File: src/rtl/ghost_chase_ctrl.sv
// Ghost chase controller: picks a movement direction toward (or away from) pacman
// once per DECISION_FRAMES frames and steers around walls it has just hit.
module ghost_chase_ctrl #(
  parameter int unsigned DECISION_FRAMES = 8
) (
  input  logic              clk,
  input  logic              reset,
  input  logic              startOfFrame,
  input  logic              playGame,
  input  logic              collision,
  input  logic              frightened,
  input  logic signed [10:0] pacmanX,
  input  logic signed [10:0] pacmanY,
  input  logic signed [10:0] ghostX,
  input  logic signed [10:0] ghostY,
  output logic              Y_up_key,
  output logic              Y_down_key,
  output logic              X_right_key,
  output logic              X_left_key,
  output logic [1:0]        ghost_direction
);

  localparam int unsigned CW = 8;
  localparam int unsigned DW = 12;
  localparam int unsigned KW = 4;

  localparam logic [1:0] DIR_DOWN  = 2'b00;
  localparam logic [1:0] DIR_RIGHT = 2'b01;
  localparam logic [1:0] DIR_LEFT  = 2'b10;
  localparam logic [1:0] DIR_UP    = 2'b11;

  typedef enum logic [2:0] {
    S_IDLE,
    S_WAIT_SOF,
    S_DECIDE,
    S_HOLD,
    S_BLOCKED
  } state_e;

  state_e          state_q, state_d;
  logic [1:0]      dir_q, dir_d;
  logic [KW-1:0]   keys_q, keys_d;
  logic [CW-1:0]   cnt_q, cnt_d;
  logic            blocked_q, blocked_d;
  logic [1:0]      blocked_dir_q, blocked_dir_d;

  logic signed [DW-1:0] dx_raw, dy_raw, dx, dy;
  logic [DW-1:0]        adx, ady;
  logic                 x_primary;
  logic [1:0]           x_dir, y_dir, prim_dir, sec_dir, new_dir;
  logic [KW-1:0]        new_keys;

  // Direction decision; 12-bit deltas cannot overflow for 11-bit operands
  always_comb begin
    dx_raw    = DW'(pacmanX) - DW'(ghostX);
    dy_raw    = DW'(pacmanY) - DW'(ghostY);
    dx        = frightened ? -dx_raw : dx_raw;
    dy        = frightened ? -dy_raw : dy_raw;
    adx       = dx[DW-1] ? DW'(-dx) : DW'(dx);
    ady       = dy[DW-1] ? DW'(-dy) : DW'(dy);
    x_primary = (adx >= ady);
    x_dir     = dx[DW-1] ? DIR_LEFT : DIR_RIGHT;
    y_dir     = dy[DW-1] ? DIR_UP : DIR_DOWN;
    prim_dir  = x_primary ? x_dir : y_dir;
    sec_dir   = x_primary ? y_dir : x_dir;
    if (dx == '0 && dy == '0) begin
      new_dir = dir_q;
    end else if (blocked_q && prim_dir == blocked_dir_q) begin
      new_dir = sec_dir;
    end else begin
      new_dir = prim_dir;
    end
    new_keys = KW'(4'b0001 << new_dir);
  end

  // Next-state logic; playGame low dominates collision, which dominates startOfFrame
  always_comb begin
    state_d       = state_q;
    dir_d         = dir_q;
    keys_d        = keys_q;
    cnt_d         = cnt_q;
    blocked_d     = blocked_q;
    blocked_dir_d = blocked_dir_q;
    if (state_q != S_IDLE && !playGame) begin
      state_d = S_IDLE;
      keys_d  = '0;
    end else begin
      case (state_q)
        S_IDLE: begin
          keys_d    = '0;
          blocked_d = 1'b0;
          if (playGame) state_d = S_WAIT_SOF;
        end
        S_WAIT_SOF: begin
          keys_d = '0;
          if (startOfFrame) state_d = S_DECIDE;
        end
        S_DECIDE: begin
          dir_d     = new_dir;
          keys_d    = new_keys;
          cnt_d     = CW'(DECISION_FRAMES);
          blocked_d = 1'b0;
          state_d   = S_HOLD;
        end
        S_HOLD: begin
          if (collision) begin
            blocked_dir_d = dir_q;
            blocked_d     = 1'b1;
            keys_d        = '0;
            state_d       = S_BLOCKED;
          end else if (startOfFrame) begin
            if (cnt_q == CW'(1)) begin
              state_d = S_DECIDE;
            end else begin
              cnt_d = cnt_q - CW'(1);
            end
          end
        end
        S_BLOCKED: begin
          keys_d = '0;
          if (startOfFrame) state_d = S_DECIDE;
        end
        default: begin
          state_d = S_IDLE;
          keys_d  = '0;
        end
      endcase
    end
  end

  always_ff @(posedge clk or posedge reset) begin
    if (reset) begin
      state_q       <= S_IDLE;
      dir_q         <= DIR_RIGHT;
      keys_q        <= '0;
      cnt_q         <= '0;
      blocked_q     <= 1'b0;
      blocked_dir_q <= DIR_DOWN;
    end else begin
      state_q       <= state_d;
      dir_q         <= dir_d;
      keys_q        <= keys_d;
      cnt_q         <= cnt_d;
      blocked_q     <= blocked_d;
      blocked_dir_q <= blocked_dir_d;
    end
  end

  assign Y_down_key      = keys_q[0];
  assign X_right_key     = keys_q[1];
  assign X_left_key      = keys_q[2];
  assign Y_up_key        = keys_q[3];
  assign ghost_direction = dir_q;

endmodule
File: config.mk
export PLATFORM = sky130hd
export DESIGN_NAME = ghost_chase_ctrl
export DESIGN_NICKNAME = d
export VERILOG_FILES = /design/src/rtl/ghost_chase_ctrl.sv
export SDC_FILE = /design/constraint.sdc
export NUM_CORES = 1
export LEC_CHECK = 0
export BUFFER_PORTS_ARGS = -buffer_cell sky130_fd_sc_hd__buf_2
export CORE_ASPECT_RATIO = 0.75
export CORE_MARGIN = 1.5
export CORE_UTILIZATION = 45
export CTS_BUF_LIST = sky130_fd_sc_hd__clkbuf_8 sky130_fd_sc_hd__clkbuf_16
export DETAILED_ROUTE_END_ITERATION = 10
export GPL_TIMING_DRIVEN = 0
export HOLD_SLACK_MARGIN = 0.06
export PLACE_DENSITY = 0.75
export SYNTH_ARGS = -nofsm -noshare
export SYNTH_HDL_FRONTEND = slang
export SYNTH_SLANG_ARGS = --single-unit
File: constraint.sdc
create_clock -name clk -period 3.05 [get_ports clk]
set_input_delay 0.61 -clock clk [delete_from_list [all_inputs] [get_ports clk]]
set_output_delay 0.61 -clock clk [all_outputs]
set_load 0.05 [all_outputs]
==> results.rst, run 1 <==
.. list-table::
   :header-rows: 1

   * - Metric
     - Value
   * - Cell area after technology mapping
     - 3640 µm²
   * - Arrival time reported for the critical path endpoint
     - 5.08 ns
   * - Global-route total usage across every layer
     - 20.5%
   * - Residual antenna-violating net count after detailed routing
     - 0
   * - Clock skew after layout
     - 0.00623 ns
   * - CTS Buffer Depth
     - 2
   * - Ratio of routed vias to standard cells
     - 5.74
   * - # hold bufs at CTS
     - 0
   * - Slew Viols, Final
     - 0
   * - Grt ovf
     - 0
   * - Register area share after synthesis
     - 13.8%
   * - Fin crit share
     - 161%
   * - Reg2Reg Capture Point
     - cnt_q[5]$_DFFE_PP0P_
   * - Maximum clock frequency
     - 203 MHz
   * - Post-synthesis instance total
     - 478
   * - Leakage Power
     - 2.13 nW
   * - Global placer's final weighted congestion
     - 0.868
   * - Largest cells by area after synthesis
     - sky130_fd_sc_hd__ha_1 14%, sky130_fd_sc_hd__dfrtp_1 13%, sky130_fd_sc_hd__xnor2_1 10%, sky130_fd_sc_hd__nor2_1 5.0%, sky130_fd_sc_hd__inv_1 4.1%
   * - TritonCTS clock tree
     - yes
   * - Wire length of the first global-routing pass
     - 14.9 mm
   * - Setup-failing EPs final
     - 6
   * - Post-synth ARST share
     - 100%
   * - Layout cell share with drive strength beyond 1
     - 27.6%
   * - Worst-path clk slew
     - 0.08 ns
   * - Count of fill cells added during filler insertion
     - 722
   * - Setup slack after layout
     - -1.87 ns
   * - IR drop worst, VDD
     - 0.341 mV
   * - Cell total after placement
     - 638
   * - Type of destination of the critical path
     - flip-flop
   * - Largest net degree at the start of global routing
     - 21
   * - Number of standard cells in the layout, taps in and fillers out
     - 662
   * - Met2 track demand over resource
     - 35.7%
   * - Starting utilization of the core area
     - 46.3%
   * - Crit path required time
     - 3.20 ns
   * - Number of flip-flops and latches in the synthesized netlist
     - 20
   * - First-pass detailed-route iteration total
     - 5
   * - Syn_area_per_cell
     - 7.61 µm²
   * - Core Box Area
     - 7850 µm²
   * - Area growth syn-to-layout
     - 27.5%
   * - Via count of the first global-routing pass
     - 3439
   * - Worst slew pin tran
     - 0.767 ns
   * - Remaining max-slew budget at the tightest pin
     - 48.8%
   * - Crit Path Class
     - in2reg
   * - Unrepaired setup endpoints after global routing
     - true
   * - Top flip-flop cell by instance count after synthesis
     - sky130_fd_sc_hd__dfrtp_1
   * - Share of the synthesized area in the top cell type
     - 13.8%
   * - Violation count after the first detailed-routing iteration
     - 280
   * - Routed WL per cell
     - 13.8 µm
   * - Final Net Count
     - 650
   * - Global-route track usage on met1
     - 28.4%
   * - GR met3 Demand/Resource
     - 2.25%
   * - Depth of the most critical reg-to-reg path
     - 8
   * - CP Launch Type
     - primary input
   * - Die outline area
     - 8630 µm²
   * - Critical Path Slowest Stage Cell
     - sky130_fd_sc_hd__or4_4
   * - Net count after synthesis
     - 570
   * - Count of synthesis-stage warnings from yosys
     - 0
   * - Failing checks
     - setup timing
   * - Placement-stage cell area
     - 4150 µm²
   * - Post-route minimum period
     - 4.92 ns
   * - Most common cell on crit path
     - sky130_fd_sc_hd__a21o_1
   * - Busiest metal layer after global routing
     - met2
   * - Max capacitance violation total
     - 0
   * - Hold slack final
     - 0.476 ns
   * - Worst R2R Start
     - state_q[1]$_DFFE_PP0P_
   * - Antenna violations before repair
     - 0
   * - Total Wirelength
     - 9.11 mm
   * - HPWL after detailed placement
     - 6.94 mm
   * - Minimum setup slack after placement
     - -2.60 ns
   * - Antenna diodes
     - 0
   * - Distinct cells, synth
     - 65
   * - Chip width
     - 107 µm
   * - Final hold violation count
     - 0
   * - Post-route cell area
     - 4640 µm²
   * - Slack of the worst reg-to-reg path
     - 0.51 ns
   * - Synth cell count leaders
     - 48 x sky130_fd_sc_hd__nor2_1, 43 x sky130_fd_sc_hd__xnor2_1, 40 x sky130_fd_sc_hd__ha_1, 40 x sky130_fd_sc_hd__inv_1, 39 x sky130_fd_sc_hd__nand2_1
   * - H-tree lvl count
     - 1
   * - Number of synthesized flops with an enable pin
     - 0
   * - Most frequent cell after synthesis
     - sky130_fd_sc_hd__nor2_1
   * - Status
     - finished, violations left
   * - Cell accounting for the most synthesized area
     - sky130_fd_sc_hd__ha_1
   * - Clock network latency to the later pin of the worst-skew pair
     - 0.26 ns
   * - DRC
     - 0
   * - Biggest cell delay along the critical path
     - 0.47 ns
   * - TritonCTS sink count
     - 20
   * - Total via count in the routed design
     - 3800
   * - Number of top-level design ports
     - 56
   * - Cell Rows
     - 28
   * - I/O Buffers
     - 55
   * - Number of buffers added by the clock tree synthesis step
     - 3
   * - DIE HEIGHT
     - 80.8 µm
   * - Clock root buffer
     - sky130_fd_sc_hd__clkbuf_8
   * - Path class of the lowest-slack min-delay path
     - in2async
   * - Top fanout value on the critical path
     - 5
   * - Power per standard cell area
     - 570 nW/µm²
[flip-flops by register name, summed over array words and instances (netlist names)]
register and cells:
blocked_dir_q 2, blocked_q 1, cnt_q 8, ghost_direction 2
keys_q 4, state_q 3
[power by group]
group	internal, mW	switching [mW]	leakage (nW)
clock network	0.175	0.0885	0.0357
registers	0.365	0.110	0.259
logic	0.851	1.05	1.84
total	1.39	1.25	2.13
[cell type report]
class	count	area (µm²)	area share, %
multi-input cells	404	3240	69.8
inverters	41	169	3.64
clock buffers	3	41.3	0.891
flip-flops and latches	20	502	10.8
plain buffers	13	80.1	1.73
clock inverters	1	30.0	0.648
repair buffers	75	445	9.61
well taps	105	131	2.83
[routing by layer]
metal	part of all wire, %	up-vias	wire (µm)
li1	-	1874	-
met1	48	1802	4370
met2	46	117	4230
met3	5.3	7	487
met4	0.34	0	31
met5	0	-	0
[how the worst max path moves through the flow]
stage	start	to	slack (ns)	cells past startpoint
2_1_floorplan	pacmanX[0]	keys_q[3]$_DFFE_PP0P_	-1.94	24
3_3_place_gp	pacmanY[0]	keys_q[3]$_DFFE_PP0P_	-2.52	25
3_5_place_dp	pacmanY[0]	keys_q[3]$_DFFE_PP0P_	-2.60	25
4_1_cts	pacmanY[0]	keys_q[1]$_DFFE_PP0P_	-1.90	26
5_1_grt	pacmanX[0]	keys_q[1]$_DFFE_PP0P_	-2.02	25
6_report	pacmanX[0]	keys_q[1]$_DFFE_PP0P_	-1.87	25
[kinds of logic after synthesis]
logic type / Yosys count / share of synthesized area (%)
DFF: 20 / 13.8
buffers and inverters: 54 / 5.88
and+or+nand+nor: 157 / 21.4
AOI/OAI and AO/OA: 135 / 26.5
xor gates and xnor gates: 60 / 14.5
adders and majority gates: 42 / 14.9
muxes: 10 / 3.10
[cell usage in the layout (no fill, tap or decap), types with 9 or more instances in the layout]
master                     count
sky130_fd_sc_hd__buf_4        19
sky130_fd_sc_hd__nand2b_1      9
sky130_fd_sc_hd__nand2_1      38
sky130_fd_sc_hd__nand3_1       9
sky130_fd_sc_hd__xnor2_1      33
sky130_fd_sc_hd__o21ai_0      18
sky130_fd_sc_hd__nor2_1       44
sky130_fd_sc_hd__buf_2        56
sky130_fd_sc_hd__xor2_1       13
sky130_fd_sc_hd__a21o_1       10
sky130_fd_sc_hd__a21oi_1      18
sky130_fd_sc_hd__xnor2_2       9
sky130_fd_sc_hd__dfrtp_1      19
sky130_fd_sc_hd__inv_1        36
sky130_fd_sc_hd__ha_1         38
[critical path: cells and delay by family]
| kind | cells | cell delay, ns |
|---|---|---|
| buf+inv | 4 | 0.37 |
| mux | 1 | 0.28 |
| xor+xnor | 2 | 0.28 |
| simple gates | 4 | 0.71 |
| compound gates | 11 | 2.08 |
| fa+ha+maj | 3 | 0.75 |
[through the flow]
stage               total power, mW  setup TNS, ns  utilization (%)
floorplan                      1.76         -11.04                -
global placement               2.04         -14.52             52.9
detailed placement             2.10         -15.02             52.9
CTS                            2.51         -11.10             56.7
global route                   2.87         -11.91             59.1
finish                         2.64         -10.97             59.1
[repair_timing]
action / 4_1_cts / 5_1_grt
gates resized for setup: 24 / 31
setup endpoints to repair: 6 / 6
setup buffers: 17 / 3
pin swaps: 35 / 17
(Power assumes the default switching activity.)
==> run 2: changes to the inputs <==
==> config.mk (replaced) <==
export PLATFORM = sky130hd
export DESIGN_NAME = ghost_chase_ctrl
export DESIGN_NICKNAME = d
export VERILOG_FILES = /design/src/rtl/ghost_chase_ctrl.sv
export SDC_FILE = /design/constraint.sdc
export NUM_CORES = 1
export LEC_CHECK = 0
export CORE_ASPECT_RATIO = 0.75
export CORE_MARGIN = 1.5
export CORE_UTILIZATION = 45
export CTS_BUF_LIST = sky130_fd_sc_hd__clkbuf_8 sky130_fd_sc_hd__clkbuf_16
export DETAILED_ROUTE_END_ITERATION = 10
export DONT_BUFFER_PORTS = 1
export GPL_TIMING_DRIVEN = 0
export HOLD_SLACK_MARGIN = 0.06
export PLACE_DENSITY = 0.69
export SYNTH_ARGS = -nofsm -noshare
export SYNTH_HDL_FRONTEND = slang
export SYNTH_SLANG_ARGS = --single-unit
==> run 2 against run 1 <==
Net effect: the flow still finishes with violations (setup timing); worst hold slack got worse by 0.12 ns; clock skew about the same; clock power about the same; core utilization decreased by 3.3 points; largest cell class unchanged; largest power group unchanged.
==> results.rst, run 2 (synthesis gave the netlist of run 1 again) <==
.. list-table::
   :header-rows: 1

   * - Metric
     - Value
   * - Status
     - finished, violations left
   * - Failing checks
     - setup timing
   * - Count of fill cells added during filler insertion
     - 724 (+0.28%)
   * - First-pass detailed-route iteration total
     - 5 (unchanged)
   * - Die outline area
     - 8630 µm² (unchanged)
   * - Violation count after the first detailed-routing iteration
     - 238 (-15%)
   * - Final hold violation count
     - 0 (unchanged)
   * - Residual antenna-violating net count after detailed routing
     - 0 (unchanged)
   * - Crit Path Class
     - in2reg
   * - Post-route minimum period
     - 4.80 ns (-0.128 ns)
   * - Starting utilization of the core area
     - 46.3% (unchanged)
   * - Final Net Count
     - 597 (-8.2%)
   * - Unrepaired setup endpoints after global routing
     - true
   * - HPWL after detailed placement
     - 6.77 mm (-2.5%)
   * - Worst-path clk slew
     - 0.08 ns (about the same)
   * - Global-route total usage across every layer
     - 19.5% (-1.0 points)
   * - Share of total power in the clock network
     - 10.4% (+0.4 points)
   * - Hold slack final
     - 0.354 ns (-0.122 ns)
   * - Total Wirelength
     - 8.67 mm (-4.8%)
   * - TritonCTS sink count
     - 20 (unchanged)
   * - Wire length of the first global-routing pass
     - 14.1 mm (-5.3%)
   * - Number of buffers added by the clock tree synthesis step
     - 3 (unchanged)
   * - IR drop worst, VDD
     - 0.325 mV (-4.8%)
   * - Switching power share of the total
     - 47.3% (about the same)
   * - Setup slack after layout
     - -1.75 ns (+0.128 ns)
   * - Leakage Power
     - 1.90 nW (-11%)
   * - Pint
     - 1.35 mW (-3.3%)
   * - Setup-failing EPs final
     - 6 (unchanged)
   * - Top fanout value on the critical path
     - 6 (+1)
   * - CP Launch Type
     - primary input
   * - Global placer's final weighted congestion
     - 0.825 (-5.0%)
   * - Slew Viols, Final
     - 0 (unchanged)
   * - Sequential fraction of design power
     - 21.1% (+3.1 points)
   * - Core Box Area
     - 7850 µm² (unchanged)
   * - Max capacitance violation total
     - 0 (unchanged)
   * - Power per standard cell area
     - 583 nW/µm² (+2.3%)
   * - Via count of the first global-routing pass
     - 3112 (-9.5%)
   * - Fin crit share
     - 157% (-4.2 points)
   * - Cell Rows
     - 28 (unchanged)
   * - Path class of the lowest-slack min-delay path
     - in2async
   * - Critical path cell sequence
     - inv_12 -> ha_4 -> inv_2 -> fa_2 -> a21o_4 -> a221oi_4 -> xnor2_2 -> or4_4 -> o41ai_4 -> xnor2_2 -> clkbuf_8 -> buf_4 -> a21oi_1 -> xnor2_1 -> ha_1 -> nand4_1 -> nor3_2 -> o221ai_1 -> nand2b_1 -> a21o_1 -> a21oi_1 -> mux2_4 -> a32o_1
   * - Layout cell share with drive strength beyond 1
     - 18.7% (-9.0 points)
   * - Number of top-level design ports
     - 56 (unchanged)
   * - TritonCTS clock tree
     - yes
   * - CTS Buffer Depth
     - 2 (unchanged)
   * - Crit path required time
     - 3.21 ns (about the same)
   * - Leading cell types in the layout, fill and taps excluded
     - 45 x sky130_fd_sc_hd__nor2_1, 38 x sky130_fd_sc_hd__nand2_1, 38 x sky130_fd_sc_hd__ha_1
   * - Area occupied by registers
     - 502 µm² (unchanged)
   * - Comb pwr share
     - 68.6% (-3.4 points)
   * - Area growth syn-to-layout
     - 20.4%
   * - Switching Power
     - 1.21 mW (-3.5%)
   * - I/O Buffers
     - 0 (-100%)
   * - Clock skew after layout
     - 0.00649 ns (+0.000261 ns)
   * - Ratio of routed vias to standard cells
     - 5.74 (about the same)
   * - Antenna violations before repair
     - 0 (unchanged)
   * - Chip width
     - 107 µm (unchanged)
   * - Number of standard cells in the layout, taps in and fillers out
     - 609 (-8.0%)
   * - Worst slew pin tran
     - 0.736 ns (-0.0309 ns)
   * - Cell total after placement
     - 583 (-8.6%)
   * - Total via count in the routed design
     - 3493 (-8.1%)
   * - Biggest registers after layout
     - cnt_q x8, keys_q x4, state_q x3
   * - Number of flip-flops under the largest register name
     - 8 (unchanged)
   * - Remaining max-slew budget at the tightest pin
     - 50.9% (+2.1 points)
   * - Multi-input gate area
     - 3230 µm² (-0.23%)
   * - Most common library cell in the layout ignoring fill and taps
     - sky130_fd_sc_hd__nor2_1
   * - # hold bufs at CTS
     - 0 (unchanged)
   * - H-tree lvl count
     - 1 (unchanged)
   * - Antenna diodes
     - 0 (unchanged)
   * - Largest net degree at the start of global routing
     - 21 (unchanged)
   * - Largest register by flop count
     - cnt_q
   * - Grt ovf
     - 0 (unchanged)
   * - Type of destination of the critical path
     - flip-flop
   * - Minimum setup slack after placement
     - -2.50 ns (+0.106 ns)
   * - DIE HEIGHT
     - 80.8 µm (unchanged)
   * - Maximum clock frequency
     - 208 MHz (+2.7%)
   * - Critical Path Slowest Stage Cell
     - sky130_fd_sc_hd__or4_4
   * - Biggest cell delay along the critical path
     - 0.47 ns (about the same)
   * - DRC
     - 0 (unchanged)
   * - Clock network latency to the later pin of the worst-skew pair
     - 0.26 ns (about the same)
   * - Clock root buffer
     - sky130_fd_sc_hd__clkbuf_8
   * - Arrival time reported for the critical path endpoint
     - 4.95 ns (-0.13 ns)
   * - Routed WL per cell
     - 14.2 µm (+3.5%)
## run 2: changes by cell type in the layout (fill, tap and decap cells not counted), sizes merged
cell,previous run,this run
buf,79,26
## run 2: worst max-delay path: cells and delay by family
family                     cells  cell delay [ns]
and+or+nand+nor                4             0.97
AOI/OAI and AO/OA              8             1.39
buffers and inverters          4             0.39
xor gates and xnor gates       3             0.43
muxes                          1             0.29
adders and majority gates      3             0.84
## run 2: layout make-up
class	instances	share of cell area, %
multi-input combinational	404	73.8
sequential	20	11.5
timing repair buffer	22	4.15
inverter	41	4.15
tap	105	3.00
buffer	13	1.83
clock buffer	3	0.943
clock inverter	1	0.686
## run 2: path summary, 6_finish.rpt
check / startpoint / endpoint / slack (ns) / cells past startpoint
min: reset / cnt_q[7]$_DFFE_PP0P_ / 0.35 / 1
min reg2reg: cnt_q[1]$_DFFE_PP0P_ / cnt_q[1]$_DFFE_PP0P_ / 0.52 / 2
max: pacmanX[0] / keys_q[1]$_DFFE_PP0P_ / -1.75 / 23
min in group clk: cnt_q[1]$_DFFE_PP0P_ / cnt_q[1]$_DFFE_PP0P_ / 0.52 / 2
max reg2reg: state_q[1]$_DFFE_PP0P_ / cnt_q[5]$_DFFE_PP0P_ / 0.58 / 8
max in group asynchronous: reset / blocked_dir_q[1]$_DFFE_PP0P_ / 2.23 / 1
## run 2: metrics by stage
stage	power [mW]	setup TNS, ns	util [%]	cell area, µm²
after floorplan	1.76	-11.04	-	3750
after global placement	2.00	-14.00	49.4	3880
after detailed placement	2.05	-14.42	49.4	3880
after CTS	2.46	-10.30	53.9	4230
after global routing	2.77	-11.56	55.8	4380
final	2.55	-10.08	55.8	4380
## run 2: routing by layer
layer	vias to the layer above	track usage [%]	wire, µm
li1	1772	-	-
met1	1636	28.5	4390
met2	85	31.9	3880
met3	0	2.57	402
met4	0	1.73	0
met5	-	0	0
## run 2: repair_timing
| item | in CTS | in global routing |
|---|---|---|
| pin swaps | 30 | 16 |
| resized for setup | 33 | 16 |
| setup buffers | 16 | 6 |
| endpoints found under the hold margin | 0 | 0 |
| endpoints found under the setup margin | 6 | 6 |
## run 2: power groups by stage
stage / Clock (mW) / Sequential [mW] / Combinational (mW)
final: 0.265 / 0.538 / 1.75
after global routing: 0.280 / 0.552 / 1.94
after CTS: 0.267 / 0.538 / 1.66
after detailed placement: 0 / 0.543 / 1.51
after global placement: 0 / 0.541 / 1.46
after floorplan: 0 / 0.512 / 1.25
==> run 3: changes to the inputs <==
--- a/config.mk
+++ b/config.mk
@@ -7,13 +7,13 @@
 export LEC_CHECK = 0
 export CORE_ASPECT_RATIO = 0.75
 export CORE_MARGIN = 1.5
-export CORE_UTILIZATION = 45
+export CORE_UTILIZATION = 52
 export CTS_BUF_LIST = sky130_fd_sc_hd__clkbuf_8 sky130_fd_sc_hd__clkbuf_16
 export DETAILED_ROUTE_END_ITERATION = 10
 export DONT_BUFFER_PORTS = 1
 export GPL_TIMING_DRIVEN = 0
 export HOLD_SLACK_MARGIN = 0.06
-export PLACE_DENSITY = 0.69
+export PLACE_DENSITY = 0.76
 export SYNTH_ARGS = -nofsm -noshare
 export SYNTH_HDL_FRONTEND = slang
 export SYNTH_SLANG_ARGS = --single-unit
==> run 3 against run 2 <==
Net effect: clock skew is 0.0048 ns lower; worst hold slack better by 0.018 ns; clock power is 22% lower; the flow still finishes with violations (setup timing); via count is 0.83% lower; largest power group unchanged; register-to-register slack worse by 0.06 ns; die area is 13% lower.
==> results.rst, run 3 (synthesis gave the netlist of run 1 again) <==
.. list-table::
   :header-rows: 1

   * - Metric
     - Value
   * - Status
     - finished, violations left
   * - Failing checks
     - setup timing
   * - Reg2Reg Capture Point
     - cnt_q[5]$_DFFE_PP0P_
   * - Setup tns final
     - -10.03 ns (+0.0520 ns)
   * - Die outline area
     - 7510 µm² (-13%)
   * - Path class of the lowest-slack min-delay path
     - in2async
   * - Hold slack final
     - 0.372 ns (+0.0182 ns)
   * - DRC
     - 0 (unchanged)
   * - Grt ovf
     - 0 (unchanged)
   * - Via count of the first global-routing pass
     - 3091 (-0.67%)
   * - Ratio of routed vias to standard cells
     - 5.90 (+2.9%)
   * - Type of destination of the critical path
     - flip-flop
   * - Worst R2R Start
     - state_q[1]$_DFFE_PP0P_
   * - Largest register by flop count
     - cnt_q
   * - Biggest registers after layout
     - cnt_q x8, keys_q x4, state_q x3
   * - Depth of the most critical reg-to-reg path
     - 8 (unchanged)
   * - Number of buffers added by the clock tree synthesis step
     - 3 (unchanged)
   * - Cell Rows
     - 26 (-7.1%)
   * - Clock network latency to the later pin of the worst-skew pair
     - 0.26 ns (about the same)
   * - Leading cell types in the layout, fill and taps excluded
     - 45 x sky130_fd_sc_hd__nor2_1, 38 x sky130_fd_sc_hd__nand2_1, 38 x sky130_fd_sc_hd__ha_1
   * - Antenna violations before repair
     - 0 (unchanged)
   * - Critical Path Slowest Stage Cell
     - sky130_fd_sc_hd__or4_4
   * - Power per standard cell area
     - 569 nW/µm² (-2.4%)
   * - Residual antenna-violating net count after detailed routing
     - 0 (unchanged)
   * - CP top delay family
     - compound AO/OA/AOI/OAI gates
   * - Layout cell share with drive strength beyond 1
     - 17.9% (-0.76 points)
   * - Clock skew after layout
     - 0.00165 ns (-0.00484 ns)
   * - Largest net degree at the start of global routing
     - 21 (unchanged)
   * - Setup-failing EPs final
     - 6 (unchanged)
   * - Total via count in the routed design
     - 3464 (-0.83%)
   * - Buf+Inv Stages, Crit Path
     - 4 (unchanged)
   * - # hold bufs at CTS
     - 0 (unchanged)
   * - Starting utilization of the core area
     - 53.5% (+7.1 points)
   * - Placement-stage cell area
     - 3850 µm² (-0.68%)
   * - CP Launch Type
     - primary input
   * - Number of top-level design ports
     - 56 (unchanged)
   * - DIE HEIGHT
     - 75.4 µm (-6.7%)
   * - CTS Buffer Depth
     - 2 (unchanged)
   * - Total Wirelength
     - 8.42 mm (-2.9%)
   * - Chip width
     - 99.6 µm (-6.8%)
   * - Wire length of the first global-routing pass
     - 13.6 mm (-3.7%)
   * - Global-route total usage across every layer
     - 21.8% (+2.3 points)
   * - Slew Viols, Final
     - 0 (unchanged)
   * - Number of standard cells in the layout, taps in and fillers out
     - 587 (-3.6%)
   * - Routed WL per cell
     - 14.3 µm (+0.70%)
   * - TritonCTS clock tree
     - yes
   * - Antenna diodes
     - 0 (unchanged)
   * - Post-route total power
     - 2.43 mW (-4.9%)
   * - Final hold violation count
     - 0 (unchanged)
   * - Area growth syn-to-layout
     - 17.3%
   * - Core Box Area
     - 6800 µm² (-13%)
   * - Setup slack after layout
     - -1.75 ns (-0.00177 ns)
   * - Final Net Count
     - 596 (-0.17%)
   * - Violation count after the first detailed-routing iteration
     - 181 (-24%)
   * - IR drop worst, VDD
     - 0.265 mV (-18%)
   * - Worst slew pin tran
     - 0.770 ns (+0.0332 ns)
   * - Crit path required time
     - 3.20 ns (about the same)
   * - TritonCTS sink count
     - 20 (unchanged)
   * - Global placer's final weighted congestion
     - 0.891 (+8.1%)
   * - H-tree lvl count
     - 1 (unchanged)
   * - Number of flip-flops under the largest register name
     - 8 (unchanged)
   * - Fin crit share
     - 157% (about the same)
   * - I/O Buffers
     - 0 (unchanged)
   * - Post-route minimum period
     - 4.80 ns (+0.00177 ns)
   * - Most common library cell in the layout ignoring fill and taps
     - sky130_fd_sc_hd__nor2_1
   * - HPWL after detailed placement
     - 6.61 mm (-2.3%)
   * - Arrival time reported for the critical path endpoint
     - 4.95 ns (about the same)
   * - Cell total after placement
     - 562 (-3.6%)
   * - Post-route cell area
     - 4270 µm² (-2.5%)
   * - Critical path cell sequence
     - clkinv_16 -> ha_4 -> inv_2 -> fa_2 -> a21o_1 -> a221oi_2 -> xnor2_2 -> or4_4 -> o41ai_4 -> xnor2_2 -> clkbuf_8 -> buf_4 -> a21oi_1 -> xnor2_1 -> ha_1 -> a211oi_2 -> o21ai_1 -> o221ai_1 -> nand2b_1 -> o21ai_1 -> a21oi_1 -> mux2_4 -> a32o_1
   * - Unrepaired setup endpoints after global routing
     - true
   * - Top fanout value on the critical path
     - 7 (+1)
   * - Slack of the worst reg-to-reg path
     - 0.52 ns (-0.06 ns)
   * - Clock root buffer
     - sky130_fd_sc_hd__clkbuf_8
   * - First-pass detailed-route iteration total
     - 4 (-1)
   * - Biggest cell delay along the critical path
     - 0.47 ns (about the same)
   * - Maximum clock frequency
     - 208 MHz (about the same)
   * - Crit Path Class
     - in2reg
   * - Worst-path clk slew
     - 0.08 ns (about the same)
   * - Leakage Power
     - 1.87 nW (-1.4%)
   * - Remaining max-slew budget at the tightest pin
     - 48.6% (-2.2 points)
   * - Max capacitance violation total
     - 0 (unchanged)
-- run 3: worst max-delay path by stage --
| stage | end | from | depth (start not counted) |
|---|---|---|---|
| final | keys_q[1]$_DFFE_PP0P_ | pacmanX[0] | 23 |
| after global routing | keys_q[1]$_DFFE_PP0P_ | pacmanY[0] | 25 |
| after CTS | keys_q[3]$_DFFE_PP0P_ | pacmanY[0] | 25 |
| after detailed placement | keys_q[3]$_DFFE_PP0P_ | pacmanY[0] | 24 |
| after global placement | keys_q[3]$_DFFE_PP0P_ | pacmanY[0] | 24 |
| after floorplan | keys_q[3]$_DFFE_PP0P_ | pacmanX[0] | 24 |
-- run 3: timing repair --
item,in CTS,in global routing
resized for setup,31,12
endpoints found under the hold margin,0,0
buffers inserted,16,5
pin swaps,30,10
setup endpoints to repair,6,6
-- run 3: worst register-to-register path: stages, from the launching register on --
cell,delay (ns)
sky130_fd_sc_hd__dfrtp_1,0.48
sky130_fd_sc_hd__nor2b_1,0.35
sky130_fd_sc_hd__nand2_1,0.17
sky130_fd_sc_hd__or3_1,0.32
sky130_fd_sc_hd__clkbuf_1,0.16
sky130_fd_sc_hd__nor4_1,0.41
sky130_fd_sc_hd__nor3b_1,0.29
sky130_fd_sc_hd__xnor2_1,0.15
sky130_fd_sc_hd__nor2_1,0.06
-- run 3: layout make-up --
cell class / count / area, µm²
multi-input combinational: 404 / 3170
fill: 601 / 2530
sequential: 20 / 502
inverter: 41 / 195
timing repair buffer: 21 / 158
tap: 84 / 105
buffer: 13 / 80.1
clock buffer: 4 / 55.1
-- run 3: routing by layer --
metal | vias up | track usage [%] | part of all wire [%]
li1 | 1772 | - | -
met1 | 1600 | 31.1 | 50
met2 | 88 | 37.3 | 45
met3 | 4 | 2.48 | 3.9
met4 | 0 | 2.19 | 0.32
met5 | - | 0 | 0
-- run 3: through the flow --
step | setup slack [ns] | util, %
2_1_floorplan | -1.94 | -
3_3_place_gp | -2.39 | 56.7
3_5_place_dp | -2.57 | 56.7
4_1_cts | -1.78 | 61.3
5_1_grt | -1.97 | 62.8
6_report | -1.75 | 62.8
-- run 3: power by group --
group | total (mW) | switching [mW] | internal, mW
registers | 0.542 | 0.178 | 0.364
clock network | 0.206 | 0.0908 | 0.115
logic | 1.68 | 0.914 | 0.766
